## src/rtl/axis_packetizer.sv

```systemverilog
// axis_packetizer: cuts a raw AXI-Stream beat stream into tlast-framed packets tagged with packet IDs.
// Define AXIS_PACKETIZER_STATS_EN to add saturating packet / timeout-flush statistics counters.
module axis_packetizer #(
  parameter int DATA_WIDTH  = 32,
  parameter int TID_WIDTH   = 8,
  parameter int MAX_PKT_LEN = 16,
  parameter int LEN_WIDTH   = 5,
  parameter int TIMEOUT     = 64
) (
  input  logic                  aclk,
  input  logic                  areset,
  input  logic [LEN_WIDTH-1:0]  cfg_pkt_len,
  input  logic [DATA_WIDTH-1:0] s_axis_tdata,
  input  logic                  s_axis_tvalid,
  output logic                  s_axis_tready,
  output logic [DATA_WIDTH-1:0] m_axis_tdata,
  output logic                  m_axis_tvalid,
  input  logic                  m_axis_tready,
  output logic                  m_axis_tlast,
  output logic [TID_WIDTH-1:0]  m_axis_tid
`ifdef AXIS_PACKETIZER_STATS_EN
  ,
  output logic [31:0]           stat_pkt_cnt,
  output logic [31:0]           stat_flush_cnt
`endif
);

  // Handshake rule on both sides: a transfer happens on a rising aclk edge where
  // tvalid && tready; once raised, tvalid holds with stable payload until that edge.

  localparam int                   IDLE_W     = (TIMEOUT > 0) ? $clog2(TIMEOUT + 1) : 1;
  localparam logic [IDLE_W-1:0]    IDLE_LIMIT = IDLE_W'(TIMEOUT);
  localparam logic [LEN_WIDTH-1:0] MAX_LEN    = LEN_WIDTH'(MAX_PKT_LEN);

  logic [DATA_WIDTH-1:0] hold_data_q, hold_data_d;
  logic                  hold_valid_q, hold_valid_d;
  logic [LEN_WIDTH-1:0]  beat_cnt_q, beat_cnt_d;
  logic [LEN_WIDTH-1:0]  cur_len_q, cur_len_d;
  logic [IDLE_W-1:0]     idle_cnt_q, idle_cnt_d;
  logic                  flush_q, flush_d;
  logic [TID_WIDTH-1:0]  pkt_id_q, pkt_id_d;

  logic                  tlast_cond;
  logic                  s_hs;
  logic                  m_hs;
  logic                  m_last_hs;
  logic                  pkt_start;
  logic [LEN_WIDTH-1:0]  sane_len;

  always_comb begin
    tlast_cond    = (beat_cnt_q == cur_len_q) || flush_q;
    // A non-last beat waits for its successor so a later timeout can still retro-tag it.
    m_axis_tvalid = hold_valid_q && (s_axis_tvalid || tlast_cond);
    m_axis_tlast  = hold_valid_q && tlast_cond;
    m_axis_tdata  = hold_data_q;
    m_axis_tid    = pkt_id_q;
    s_axis_tready = !areset && (!hold_valid_q || m_axis_tready);

    s_hs      = s_axis_tvalid && s_axis_tready;
    m_hs      = m_axis_tvalid && m_axis_tready;
    m_last_hs = m_hs && tlast_cond;
    pkt_start = !hold_valid_q || m_last_hs;
    sane_len  = ((cfg_pkt_len == '0) || (cfg_pkt_len > MAX_LEN)) ? MAX_LEN : cfg_pkt_len;
  end

  always_comb begin
    hold_data_d  = hold_data_q;
    hold_valid_d = hold_valid_q;
    beat_cnt_d   = beat_cnt_q;
    cur_len_d    = cur_len_q;
    idle_cnt_d   = '0;
    flush_d      = flush_q;
    pkt_id_d     = pkt_id_q;

    if (s_hs) begin
      hold_data_d  = s_axis_tdata;
      hold_valid_d = 1'b1;
      if (pkt_start) begin
        beat_cnt_d = LEN_WIDTH'(1);
        cur_len_d  = sane_len;
      end else begin
        beat_cnt_d = beat_cnt_q + 1'b1;
      end
    end

    if (m_last_hs) begin
      pkt_id_d = pkt_id_q + 1'b1;
      flush_d  = 1'b0;
      if (!s_hs) begin
        hold_valid_d = 1'b0;
        beat_cnt_d   = '0;
      end
    end

    // Idle cycles are only counted while a non-last beat is stranded in the hold register.
    if ((TIMEOUT > 0) && hold_valid_q && !s_axis_tvalid && !tlast_cond) begin
      if (idle_cnt_q + 1'b1 == IDLE_LIMIT) begin
        flush_d = 1'b1;
      end else begin
        idle_cnt_d = idle_cnt_q + 1'b1;
      end
    end
  end

  always_ff @(posedge aclk or posedge areset) begin
    if (areset) begin
      hold_data_q  <= '0;
      hold_valid_q <= 1'b0;
      beat_cnt_q   <= '0;
      cur_len_q    <= MAX_LEN;
      idle_cnt_q   <= '0;
      flush_q      <= 1'b0;
      pkt_id_q     <= '0;
    end else begin
      hold_data_q  <= hold_data_d;
      hold_valid_q <= hold_valid_d;
      beat_cnt_q   <= beat_cnt_d;
      cur_len_q    <= cur_len_d;
      idle_cnt_q   <= idle_cnt_d;
      flush_q      <= flush_d;
      pkt_id_q     <= pkt_id_d;
    end
  end

`ifdef AXIS_PACKETIZER_STATS_EN
  logic [31:0] stat_pkt_cnt_q, stat_pkt_cnt_d;
  logic [31:0] stat_flush_cnt_q, stat_flush_cnt_d;

  always_comb begin
    stat_pkt_cnt_d   = stat_pkt_cnt_q;
    stat_flush_cnt_d = stat_flush_cnt_q;
    if (m_last_hs && (stat_pkt_cnt_q != '1)) begin
      stat_pkt_cnt_d = stat_pkt_cnt_q + 1'b1;
    end
    // A packet counts as timeout-closed when its final beat leaves on the flush flag.
    if (m_last_hs && flush_q && (stat_flush_cnt_q != '1)) begin
      stat_flush_cnt_d = stat_flush_cnt_q + 1'b1;
    end
  end

  always_ff @(posedge aclk or posedge areset) begin
    if (areset) begin
      stat_pkt_cnt_q   <= '0;
      stat_flush_cnt_q <= '0;
    end else begin
      stat_pkt_cnt_q   <= stat_pkt_cnt_d;
      stat_flush_cnt_q <= stat_flush_cnt_d;
    end
  end

  assign stat_pkt_cnt   = stat_pkt_cnt_q;
  assign stat_flush_cnt = stat_flush_cnt_q;
`endif

endmodule

```

## config.mk

```make
export PLATFORM = sky130hd
export DESIGN_NAME = axis_packetizer
export DESIGN_NICKNAME = d
export VERILOG_FILES = /design/src/rtl/axis_packetizer.sv
export SDC_FILE = /design/constraint.sdc
export NUM_CORES = 1
export LEC_CHECK = 0
export ABC_AREA = 1
export CAP_MARGIN = 20
export CORE_ASPECT_RATIO = 1.75
export CORE_MARGIN = 10
export CORE_UTILIZATION = 28
export CTS_BUF_LIST = sky130_fd_sc_hd__clkbuf_4 sky130_fd_sc_hd__clkbuf_8 sky130_fd_sc_hd__clkbuf_16
export DETAILED_ROUTE_END_ITERATION = 10
export RECOVER_POWER = 25
export REMOVE_ABC_BUFFERS = 1
export SLEW_MARGIN = 20
export SYNTH_ARGS = -nofsm -noshare
export SYNTH_HDL_FRONTEND = slang
export SYNTH_SLANG_ARGS = --single-unit
export TNS_END_PERCENT = 50
```

## constraint.sdc

```tcl
create_clock -name aclk -period 2.8 [get_ports aclk]
set_input_delay 0.56 -clock aclk [delete_from_list [all_inputs] [get_ports aclk]]
set_output_delay 0.56 -clock aclk [all_outputs]
set_load 0.05 [all_outputs]
```

==> results <==
- The area of all sequential standard cells is approximately 1500 um^2.
- After clock tree synthesis, the flow added hold-fix buffers numbering 0.
- The final period demand of the worst path is 2.31 ns.
- The setup TNS is 0 ns.
- The worst min-delay path class is register to register.
- The flow ran to the end, and the final reports show no timing, DRC or antenna violations.
- The net count of the finished layout is ~460.
- The worst hold path terminates at idle_cnt_q[0].
- Setup repair after global routing left no endpoint under its margin.
- Global routing finished with a remaining overflow of 0.
- In the synthesized netlist, mux cells make up 0% of the area.
- The clock skew after layout is a little under 0.005 ns.
- After synthesis the netlist holds a flip-flop and latch count of 59.
- The maximum number of pins on one net before global-route repair is 40.
- The dominant combinational cell family by area after synthesis is simple AND/OR/NAND/NOR gates.
- The tool flagged a number of max-cap violations equal to 0.
- The die is about 150 um tall.
- After Yosys synthesis, full adders, half adders and majority gates account for under 10% of the synthesized area.
- The unique cell type count in the Yosys netlist is 30.
- The area of the core region is 9410 um^2.
- Yosys printed 0 warnings.
- The most used flip-flop cell after synthesis is dfrtp_1.
- After filler insertion, the fill cell instance count of the layout stands at 982.
- The hold path startpoint is idle_cnt_q[0].
- The number of gates resized after CTS was 0.
- The worst setup path is of the register to output pin kind.
- The remaining design rule violation count is 0.
- The most area-hungry cell type in the Yosys netlist is dfrtp_1.
- Synthesis produced 322 cells.
- The number of global-route vias before repair came to around 2400.
- Summed over all cells, the static leakage comes to 1.97 nW.
- Timing would allow up to 433 MHz.
- Cells with a size suffix above 1 make up between 8 and 9% of the layout.
- The number of H-tree levels is 3.
- Input and output buffers added on the ports amount to between 80 and 90.
- The startpoint type of the worst setup path is a register.
- The number of antenna violations at the first check in global routing is 0.
- The final count of pins violating max slew is 0.
- The clock tree from TritonCTS is yes.
- From synthesis to final layout, the design area changed by 49.0%.
- The global placement routability congestion is roughly 0.74.
- The clock passes through at most 2 buffers.
- The number of detailed-route iterations in the first pass is 4.
- At the later pin of the worst-skew pair, clock insertion delay measures 0.32 ns.
- The post-synthesis simple-gate area fraction is a little under a third.
- The critical path data arrival time is 1.75 ns.
- Across all register-to-register paths, the minimum setup slack is approximately 1.1 ns.
- The worst reg2reg path endpoint is m_axis_tdata[4].
- The number of buffers added by the clock tree synthesis step is 9.
- The per-instance average area after synthesis is about 8.4 um^2.
- The standard-cell row count is 47.
- STA classifies the critical path endpoint as an output pin.
- The actual slew at the worst max-slew pin is between 0.8 and 0.9 ns.
- The number of nets still failing antenna checks after routing is 0.
- Along the worst hold path, the cell count comes to 1.
- The post-synth design cell area is 2690 um^2.
- The post-CTS setup buffer count is 0.
- The ratio of total power to cell area is 1070 nW/um^2.
- The worst-case IR drop observed on VDD is 0.595 mV.
- The detailed router finished its first iteration with 70 violations.
- The final number of hold-violating endpoints came to 0.
- The fraction of the core area covered by cells at the end of the flow is about 43%.
- Of all nets on the critical path, the largest fanout is 3.
- Sorting the synthesized cells by area gives the leading types as dfrtp_1, nand2_1, inv_1.
- Setup violations remaining at the end of the flow were counted as 0.
- In this run the cell area measured after placement is approximately 3700 um^2.
- The area share of the largest cell type after synthesis is 53.9%.
- In this run the horizontal extent of the chip is 94.1 um.
- The root buffer cell is clkbuf_16.
- The cell area after layout is around 4000 um^2.
- The depth of the worst register-to-register path is 6.
- The beginning of the worst register-to-register path is hold_valid_q.
- The global-route total usage across every layer is 10.6%.
- The proportion of synthesized flip-flops having asynchronous set or reset is 100%.
- The share of the cycle needed by the critical path after routing is just over 80%.
- Once detailed placement completed, the half-perimeter wirelength came to 5.43 mm.
- The count of flip-flops with a built-in enable after synthesis is 0.
- For this configuration, the core starts out at a cell density of roughly 29%.
- Summing the areas of all xor and xnor instances in the mapped netlist gives 3.86% of the synthesized area.
- For this design the top-level I/O count stands at 84.
- The required arrival time at the worst endpoint is 2.24 ns.
- Summing the sequential cell areas from Yosys gives about 55% of the chip area.
- The wire length per cell after detailed routing is 13.3 um.
- The register clock-pin slew on the reported worst setup and hold paths is ~0.050 ns.
- The total via count in the routed design is ~2300.
- The synthesized netlist devotes 3.02% of its cell area to compound gates.
- The first-pass GRT wire length is between 10 and 15 mm.
- The clock net in this run drives a total of slightly below 60 sinks.
- The relative slew slack is 41.5%.
- After detailed routing, the number of vias per cell comes to ~4.2.
- The number of diodes is 0.
- The multi-input combinational cells in the finished layout cover a total of 1040 um^2.
- The die covers 14100 um^2.
- The final wirelength is 7.15 mm.
critical path, cell delays in order, from the launching register on:
cell,delay [ns]
dfstp_2,0.55
inv_1,0.04
nand2_1,0.05
nand2_1,0.05
nor2_2,0.11
nand3_2,0.11
nand2_4,0.09
inv_1,0.05
nor2_1,0.15
buf_4,0.23
layout by cell type (no fill, tap or decap), types with 4 or more instances in the layout:
master and instances:
ha_1 4, nand3_1 11, inv_1 28, nand2_1 146
clkdlybuf4s50_1 79, xor2_1 6, nand4_1 4, nor2_1 23
dfrtp_1 58, xnor2_1 4, clkbuf_16 9, o21ai_0 5
worst max-delay path by stage:
stage	depth (start not counted)	end	slack [ns]	start
2_1_floorplan	7	beat_cnt_q[4]	0.48	m_axis_tready
3_3_place_gp	8	m_axis_tdata[4]	0.49	m_axis_tready
3_5_place_dp	8	m_axis_tdata[4]	0.44	m_axis_tready
4_1_cts	9	m_axis_tlast	0.46	cur_len_q[4]
5_1_grt	9	m_axis_tlast	0.35	cur_len_q[4]
6_report	9	m_axis_tlast	0.49	cur_len_q[4]
registers in the layout (all words and copies together) (netlist names):
name	count
flush_q	1
m_axis_tdata	32
hold_valid_q	1
idle_cnt_q	7
beat_cnt_q	5
m_axis_tid	8
cur_len_q	5
per-stage QoR:
step	power [mW]	cells	worst slack [ns]	hold WS, ns
2_1_floorplan	2.48	314	0.475	0.438
3_3_place_gp	3.10	522	0.485	0.456
3_5_place_dp	3.12	522	0.440	0.459
4_1_cts	4.36	538	0.462	0.477
5_1_grt	4.55	538	0.353	0.500
6_report	4.30	538	0.492	0.474
synth_stat cells (3+ instances only):
cell type / count
buf_2: 6
dfrtp_1: 58
ha_1: 4
inv_1: 28
nand2_1: 146
nand2_4: 3
nand3_1: 11
nand4_1: 4
nor2_1: 23
nor3_1: 3
o21ai_0: 5
xnor2_1: 4
xor2_1: 6
area by class of cell:
class	instances	share of cell area (%)
clock inverters	4	1.81
clock buffers	12	6.48
inverters	32	3.05
repair buffers	86	22.0
multi-input cells	223	26.0
flip-flops and latches	59	36.8
well taps	122	3.80
power by group:
group	switching, mW	internal (mW)	total, mW
Sequential	0.213	1.12	1.33
Clock	0.373	0.835	1.21
Combinational	1.15	0.610	1.76
Total	1.73	2.56	4.30
kinds of logic after synthesis:
logic type,count (synthesis)
adders and majority gates,4
and+or+nand+nor,195
buffers and inverters,40
xor gates and xnor gates,11
AOI/OAI and AO/OA,13
DFF,59
per-layer routing:
layer	wire length [um]	up-vias	track usage, %
met5	0	-	0
met4	131	0	5.27
met3	534	10	3.91
met2	3680	59	18.4
met1	2810	1022	10.9
li1	-	1159	-
Power figures use the tool's default switching activity.
